**config.mk**
```make
export PLATFORM = sky130hd
export DESIGN_NAME = alu_op_sequencer
export DESIGN_NICKNAME = d
export VERILOG_FILES = /design/src/rtl/alu_op_sequencer.sv
export SDC_FILE = /design/constraint.sdc
export NUM_CORES = 1
export LEC_CHECK = 0
export ABC_AREA = 1
export CAP_MARGIN = 40
export CORE_UTILIZATION = 40
export DETAILED_ROUTE_END_ITERATION = 10
export PLACE_DENSITY = 0.72
export SLEW_MARGIN = 10
export SYNTH_ARGS = -nofsm -noshare
export SYNTH_HDL_FRONTEND = slang
export SYNTH_SLANG_ARGS = --single-unit
```
**constraint.sdc**
```tcl
create_clock -name clk -period 2.8 [get_ports clk]
set_clock_uncertainty 0.05 [all_clocks]
set_input_delay 0.56 -clock clk [delete_from_list [all_inputs] [get_ports clk]]
set_output_delay 0.56 -clock clk [all_outputs]
set_load 0.01 [all_outputs]
```
**src/rtl/alu_op_sequencer.sv**
```systemverilog
// Issuing side of the ALU operand/opcode interface: decodes ALUOp/funct, drives
// registered operands to the ALU, then captures and returns the formatted result.
module alu_op_sequencer #(
   parameter int unsigned DATA_WIDTH = 32,
   parameter int unsigned CNT_WIDTH  = 16
) (
   input  logic                  clk,
   input  logic                  rst_n,
   input  logic                  req_valid,
   output logic                  req_ready,
   input  logic [1:0]            req_aluop,
   input  logic [5:0]            req_funct,
   input  logic [DATA_WIDTH-1:0] req_a,
   input  logic [DATA_WIDTH-1:0] req_b,
   output logic [DATA_WIDTH-1:0] alu_a,
   output logic [DATA_WIDTH-1:0] alu_b,
   output logic [2:0]            alu_opcode,
   input  logic [DATA_WIDTH-1:0] alu_out,
   input  logic                  alu_less,
   output logic                  rsp_valid,
   input  logic                  rsp_ready,
   output logic [DATA_WIDTH-1:0] rsp_data,
   output logic                  rsp_zero,
   output logic                  rsp_err,
   output logic [CNT_WIDTH-1:0]  ops_done,
   output logic [CNT_WIDTH-1:0]  ops_illegal
);

   localparam logic [2:0] OP_AND = 3'b000;
   localparam logic [2:0] OP_OR  = 3'b001;
   localparam logic [2:0] OP_ADD = 3'b010;
   localparam logic [2:0] OP_SUB = 3'b110;
   localparam logic [2:0] OP_SLT = 3'b111;

   typedef enum logic [1:0] {IDLE, EXEC, RESP} state_e;

   state_e                state_q, state_d;
   logic [DATA_WIDTH-1:0] a_q, a_d, b_q, b_d;
   logic [2:0]            opc_q, opc_d;
   logic [DATA_WIDTH-1:0] data_q, data_d;
   logic                  zero_q, zero_d;
   logic                  err_q, err_d;
   logic [CNT_WIDTH-1:0]  done_q, done_d;
   logic [CNT_WIDTH-1:0]  ill_q, ill_d;
   logic                  req_ready_q, req_ready_d;
   logic                  rsp_valid_q, rsp_valid_d;

   logic [2:0]            dec_opc;
   logic                  dec_legal;
   logic [DATA_WIDTH-1:0] exec_res;

   // ALUOp/funct to ALU opcode translation
   always_comb begin
      dec_opc   = OP_ADD;
      dec_legal = 1'b1;
      unique case (req_aluop)
         2'b00: dec_opc = OP_ADD;
         2'b01: dec_opc = OP_SUB;
         2'b10: begin
            unique case (req_funct)
               6'b100000: dec_opc = OP_ADD;
               6'b100010: dec_opc = OP_SUB;
               6'b100100: dec_opc = OP_AND;
               6'b100101: dec_opc = OP_OR;
               6'b101010: dec_opc = OP_SLT;
               default:   dec_legal = 1'b0;
            endcase
         end
         default: dec_legal = 1'b0;
      endcase
   end

   // Next-state and datapath updates
   always_comb begin
      state_d  = state_q;
      a_d      = a_q;
      b_d      = b_q;
      opc_d    = opc_q;
      data_d   = data_q;
      zero_d   = zero_q;
      err_d    = err_q;
      done_d   = done_q;
      ill_d    = ill_q;
      exec_res = '0;

      unique case (state_q)
         IDLE: begin
            if (req_valid) begin
               if (dec_legal) begin
                  a_d     = req_a;
                  b_d     = req_b;
                  opc_d   = dec_opc;
                  state_d = EXEC;
               end else begin
                  data_d  = '0;
                  zero_d  = 1'b1;
                  err_d   = 1'b1;
                  state_d = RESP;
               end
            end
         end
         EXEC: begin
            // The ALU leaves out untouched on SLT, so only less is meaningful
            exec_res = (opc_q == OP_SLT) ? DATA_WIDTH'(alu_less) : alu_out;
            data_d   = exec_res;
            zero_d   = (exec_res == '0);
            err_d    = 1'b0;
            state_d  = RESP;
         end
         RESP: begin
            if (rsp_ready) begin
               state_d = IDLE;
               if (done_q != '1) done_d = done_q + CNT_WIDTH'(1);
               if (err_q && (ill_q != '1)) ill_d = ill_q + CNT_WIDTH'(1);
            end
         end
         default: state_d = IDLE;
      endcase

      req_ready_d = (state_d == IDLE);
      rsp_valid_d = (state_d == RESP);
   end

   always_ff @(posedge clk or negedge rst_n) begin
      if (!rst_n) begin
         state_q     <= IDLE;
         a_q         <= '0;
         b_q         <= '0;
         opc_q       <= OP_ADD;
         data_q      <= '0;
         zero_q      <= 1'b0;
         err_q       <= 1'b0;
         done_q      <= '0;
         ill_q       <= '0;
         req_ready_q <= 1'b1;
         rsp_valid_q <= 1'b0;
      end else begin
         state_q     <= state_d;
         a_q         <= a_d;
         b_q         <= b_d;
         opc_q       <= opc_d;
         data_q      <= data_d;
         zero_q      <= zero_d;
         err_q       <= err_d;
         done_q      <= done_d;
         ill_q       <= ill_d;
         req_ready_q <= req_ready_d;
         rsp_valid_q <= rsp_valid_d;
      end
   end

   assign req_ready   = req_ready_q;
   assign rsp_valid   = rsp_valid_q;
   assign alu_a       = a_q;
   assign alu_b       = b_q;
   assign alu_opcode  = opc_q;
   assign rsp_data    = data_q;
   assign rsp_zero    = zero_q;
   assign rsp_err     = err_q;
   assign ops_done    = done_q;
   assign ops_illegal = ill_q;

endmodule

```
==> impl_metrics.json, run 1 <==
{
  "status": "finished, final reports clean",
  "place_inst": 1176,
  "via_per_inst": 4.84,
  "synth_top_area_frac": 0.537,
  "syn_avg_cell_area_um2": 8.42,
  "die_w_um": 127,
  "synth-xor-area-share": 0.0390,
  "tns_ps": 0,
  "postCtsSetupRepairBufs": 0,
  "critPathMaxStageDelay_ps": 580,
  "yosysWarnings": 0,
  "ys_types": 29,
  "coreArea_um2": 15300,
  "path_class": "reg -> out",
  "synth_top_family_by_area": "simple AND/OR/NAND/NOR gates",
  "clkTransAtPathRegs_ps": 60,
  "muxShareOfSynthArea": 0,
  "netlist_area_um2": 6290,
  "drc": 0,
  "synth_cells": 747,
  "yosys.area_share.simple": 0.323,
  "period_needed_ps": 2160,
  "setup_ws_ps": 642,
  "htree_levels": 4,
  "slowest_stage": "clkdlybuf4s50_1",
  "finalCritPeriodShare": 0.771,
  "drt_iter0_markers": 379,
  "antenna_found_initial": 1,
  "postRouteAntennaNets": 0,
  "cts_made_buffers": 17,
  "gp_congestion": 0.892,
  "relSlewSlack": 0.587,
  "ys_ff_latch": 137,
  "rsz0062_at_grt": "no",
  "drv_cap": 0,
  "synth.net_count": 862,
  "synth_area_leaders": "dfrtp_1 (54%), nand2_1 (15%), nand3_1 (12%), xor2_1 (2.6%), inv_1 (2.2%)",
  "max_freq_ghz": 0.463,
  "drive_above_1_share": 0.0652,
  "rrSetupSlack_ps": 930,
  "hpwlAfterDp_um": 12600,
  "final_area_um2": 9590,
  "drv_slew": 0,
  "p_per_area_nw_per_um2": 876,
  "dr_total_vias": 5853,
  "synth_fa_ha_area_frac": 0.0119,
  "start_util": 0.412,
  "cts_buffer_depth": 2,
  "final_cell_mix": "nand2_1 (251), clkdlybuf4s50_1 (242), nand3_1 (154), dfrtp_1 (135), inv_1 (37)",
  "tritoncts": "done",
  "worstSetupStartpointType": "register",
  "clock-sinks": 137,
  "setup_violations": 0,
  "mostFrequentLayoutCell": "nand2_1",
  "grt_pass1_wl_um": 29000,
  "crit_chain": "clkdlybuf4s50_1",
  "ir_drop_mv": 0.450,
  "grt_pass1_vias": 5762,
  "tightest_slew_ps": 616,
  "grt_max_degree": 69,
  "finalNonFillerCells": 1209,
  "path_delay_family": "buffers and inverters",
  "synth_compound_area_frac": 0.0227,
  "synth_largest_area_cell": "dfrtp_1",
  "fp-row-count": 45,
  "wl_per_cell_um": 14.6,
  "ios": 244,
  "syn_to_final_growth_pct": 52.4,
  "crit_fanout": 4,
  "nets": 1099,
  "die_height_um": 127,
  "cp.required_ps": 2190,
  "r2r_start": "ops_illegal[0]$_DFFE_PN0P_",
  "firstDrtPassIters": 5,
  "r2r_cells": 8,
  "routed_wirelength_um": 17700,
  "min_path_type": "in -> async",
  "cp_num_buf_inv": 1,
  "die_area_um2": 16200,
  "clk_latency_ps": 420,
  "grt-ovfl-total": 0,
  "preCtsSetupSlack_ps": 359,
  "worstSetupEndpointType": "primary output",
  "worstPathArrival_ps": 1550,
  "reg2reg_to": "ops_illegal[6]$_DFFE_PN0P_",
  "cts_resized": 0,
  "p_leak_uw": 0.00460,
  "postCtsHoldBufs": 0,
  "port-buffer-count": 243,
  "seq_area_frac_synth": 0.545,
  "grt_usage": 0.229,
  "hold_viol_final": 0,
  "root_buffer": "clkbuf_16",
  "postPlaceCellArea_um2": 8940
}
==> report_power, final <==
group,leakage [uW],switching (uW),total [uW],internal (uW)
logic,0.00253,1330,2880,1550
registers,0.00176,438,3070,2630
clock network,0.000310,876,2460,1580
==> Yosys cell counts <==
cell type  number
nor3_2          3
inv_1          37
nor3_1          5
buf_2          11
nand2_1       251
buf_6           4
nor4_1          4
dfstp_2         2
nor3b_1         1
buf_1           1
nor2_1         31
nand2_2         4
xor2_1         19
buf_4           4
o21ai_0        20
ha_1            6
clkinv_1        1
nand3_1       154
o21ai_1         5
inv_2           7
clkbuf_1       17
dfrtp_1       135
nand3_2         1
nand4_1         9
nor2_4          1
a21oi_1         2
nor2_2          2
a21boi_0        1
xnor2_1         9
==> flip-flops by register name, summed over array words and instances (netlist names) <==
register	flops
rsp_zero	1
state_q	2
ops_illegal	16
rsp_data	32
req_ready	1
alu_opcode	3
rsp_err	1
rsp_valid	1
alu_a	32
alu_b	32
ops_done	16
==> cells by family (layout without fill, tap and decap cells) <==
group | Yosys count | after routing
AO/OA/AOI/OAI | 28 | 28
XOR/XNOR | 28 | 28
adder cells (fa/ha/maj) | 6 | 6
buffers and inverters | 82 | 332
flip-flops | 137 | 137
other | 0 | 1
AND/OR/NAND/NOR | 466 | 466
==> layer usage <==
| metal | global-route usage | wire [um] | vias to the layer above |
|---|---|---|---|
| met5 | 0 | 0 | - |
| met4 | 0.0889 | 365 | 0 |
| li1 | - | - | 2891 |
| met3 | 0.0846 | 1560 | 29 |
| met2 | 0.372 | 8460 | 205 |
| met1 | 0.276 | 7310 | 2728 |
==> worst max path at each step <==
stage,startpoint,to,slack (ps),cells after the start
2_1_floorplan,ops_illegal[0]$_DFFE_PN0P_,ops_illegal[7]$_DFFE_PN0P_,1080,9
3_3_place_gp,rsp_ready,ops_illegal[6]$_DFFE_PN0P_,360,7
3_5_place_dp,rsp_ready,ops_illegal[6]$_DFFE_PN0P_,360,7
4_1_cts,alu_opcode[1]$_DFFE_PN1P_,alu_opcode[1],630,1
5_1_grt,alu_opcode[1]$_DFFE_PN1P_,alu_opcode[1],600,1
6_report,alu_opcode[1]$_DFFE_PN1P_,alu_opcode[1],640,1
==> area by class of cell <==
type | instances | area (um2)
diodes | 1 | 2.50
clock buffers | 17 | 425
clock inverters | 15 | 223
fillers | 1347 | 5670
inverters | 45 | 169
multi-input cells | 528 | 2490
flip-flops and latches | 137 | 3430
well taps | 211 | 264
repair buffers | 255 | 2580
==> through the flow <==
stage          power, uW  hold slack, ps  utilization
2_1_floorplan       4180             214            -
3_3_place_gp        5940             403        0.585
3_5_place_dp        5980             408        0.586
4_1_cts             8480            75.0        0.628
5_1_grt             8900            94.1        0.628
6_report            8400            47.7        0.629
Note: power is estimated with default switching activity, not from simulation.
==> inputs of run 2 (changes only) <==
==> constraint.sdc (replaced) <==
create_clock -name clk -period 2.1 [get_ports clk]
set_clock_uncertainty 0.05 [all_clocks]
set_input_delay 0.42 -clock clk [delete_from_list [all_inputs] [get_ports clk]]
set_output_delay 0.42 -clock clk [all_outputs]
set_load 0.01 [all_outputs]
==> run 2 against run 1 <==
Critical path depth unchanged; via count up 1.7%; power up 33%; first-iteration DRC count is 43% lower; non-clock buffer count rose by 26; combinational power up 36%; count of clock-buffer cells in the layout rose by 3; final cell count up 2.1%; register-to-register slack worse by 620 ps; critical path type unchanged; highest routed layer unchanged.
==> impl_metrics.json, run 2 (same netlist as run 1, synthesis figures left out) <==
{
  "status": "finished, final reports clean",
  "postCtsSetupRepairBufs": 0,
  "rsz0062_at_grt": "no",
  "finalNonFillerCells": 1234,
  "internal_power_uw": 7690,
  "min_path_type": "reg -> reg",
  "r2r_start": "ops_illegal[0]$_DFFE_PN0P_",
  "critPathMaxStageDelay_ps": 570,
  "mostFrequentLayoutCell": "nand2_1",
  "setup_violations": 0,
  "clkTransAtPathRegs_ps": 60,
  "worstSetupStartpointType": "register",
  "p_total_uw": 11200,
  "postRouteAntennaNets": 0,
  "max_freq_ghz": 0.499,
  "drive_above_1_share": 0.0870,
  "hpwlAfterDp_um": 13000,
  "grt_max_degree": 57,
  "switching_share": 0.312,
  "gr-usage-met3": 0.0724,
  "root_buffer": "clkbuf_16",
  "grt_usage": 0.232,
  "gp_congestion": 0.906,
  "start_util": 0.412,
  "ir_drop_mv": 0.623,
  "postCtsHoldBufs": 1,
  "die_w_um": 127,
  "setup_ws_ps": 94.0,
  "comb_power_share": 0.350,
  "dr_total_vias": 5951,
  "num-fill-cells": 1263,
  "preCtsSetupSlack_ps": -131,
  "relSlewSlack": 0.703,
  "power_frac_seq": 0.367,
  "place_inst": 1201,
  "crit_fanout": 4,
  "tritoncts": "done",
  "syn_to_final_growth_pct": 55.5,
  "worstPathArrival_ps": 1540,
  "crit_chain": "clkdlybuf4s50_1",
  "firstDrtPassIters": 4,
  "p_per_area_nw_per_um2": 1140,
  "cts_made_buffers": 17,
  "n_antenna_cell": 0,
  "via_per_inst": 4.82,
  "antenna_found_initial": 0,
  "clkPwrFrac": 0.283,
  "cts_buffer_depth": 2,
  "grtUsageMet1": 0.285,
  "period_needed_ps": 2010,
  "crit_start": "alu_opcode[1]$_DFFE_PN1P_",
  "wl_per_cell_um": 14.5,
  "fin_util": 0.641,
  "busiest_layer": "met2",
  "fp-row-count": 45,
  "tightest_slew_ps": 446,
  "path_delay_family": "buffers and inverters",
  "worstSetupEndpointType": "primary output",
  "grt_use_met2": 0.374,
  "htree_levels": 4,
  "min-delay-start": "alu_b[21]$_DFFE_PN0P_",
  "die_height_um": 127,
  "slowest_stage": "clkdlybuf4s50_1",
  "grt_pass1_vias": 5889,
  "cp_num_buf_inv": 1,
  "routed_wirelength_um": 17900,
  "drv_cap": 0,
  "ios": 244,
  "grt_pass1_wl_um": 29500,
  "final_cell_mix": "nand2_1 (251), clkdlybuf4s50_1 (242), nand3_1 (154), dfrtp_1 (135), inv_1 (37)",
  "port-buffer-count": 243,
  "clock-sinks": 137,
  "drv_slew": 0,
  "grt-ovfl-total": 0,
  "cp.required_ps": 1630,
  "cts_resized": 0,
  "path_class": "reg -> out",
  "hold_viol_final": 0,
  "drt_iter0_markers": 217,
  "coreArea_um2": 15300,
  "drc": 0,
  "clk_latency_ps": 410,
  "die_area_um2": 16200,
  "nets": 1125,
  "p_leak_uw": 0.00471,
  "finalCritPeriodShare": 0.955,
  "switchingPower_uw": 3490
}
[run 2: stage by stage]
| step | hold WS (ps) | setup TNS (ps) | area [um2] |
|---|---|---|---|
| after floorplan | 74.4 | 0 | 6290 |
| after global placement | 337 | -1980 | 9150 |
| after detailed placement | 339 | -8830 | 9150 |
| after CTS | 422 | 0 | 9780 |
| after global routing | 433 | 0 | 9780 |
| final | 417 | 0 | 9780 |
[run 2: routing by layer]
metal  vias up  part of all wire
met5         -                 0
met4         0             0.027
met3        34             0.075
li1       2944                 -
met2       203              0.48
met1      2770              0.42
[run 2: worst paths after layout]
kind	end	slack, ps	cells past startpoint
min in group asynchronous	ops_illegal[0]$_DFFE_PN0P_	470	2
worst min-delay path	alu_b[21]$_DFFE_PN0P_	420	2
worst min register to register	alu_b[21]$_DFFE_PN0P_	420	2
max in group asynchronous	alu_a[31]$_DFFE_PN0P_	930	3
worst max register to register	ops_illegal[9]$_DFFE_PN0P_	310	9
worst max-delay path	alu_opcode[1]	90	1
[run 2: cell type report]
cell class	instances	area [um2]	share of cell area
multi-input combinational	528	2490	0.255
sequential	137	3430	0.351
clock inverter	12	173	0.0176
tap	211	264	0.0270
clock buffer	20	457	0.0467
inverter	45	169	0.0173
timing repair buffer	281	2800	0.286
[run 2: power by group through the flow]
stage               combinational (uW)  sequential [uW]  clock (uW)
detailed placement                3930             4110           0
global route                      4270             4220        3370
CTS                               3950             4100        3230
finish                            3910             4100        3170
floorplan                         1120             4460           0
global placement                  3880             4120           0
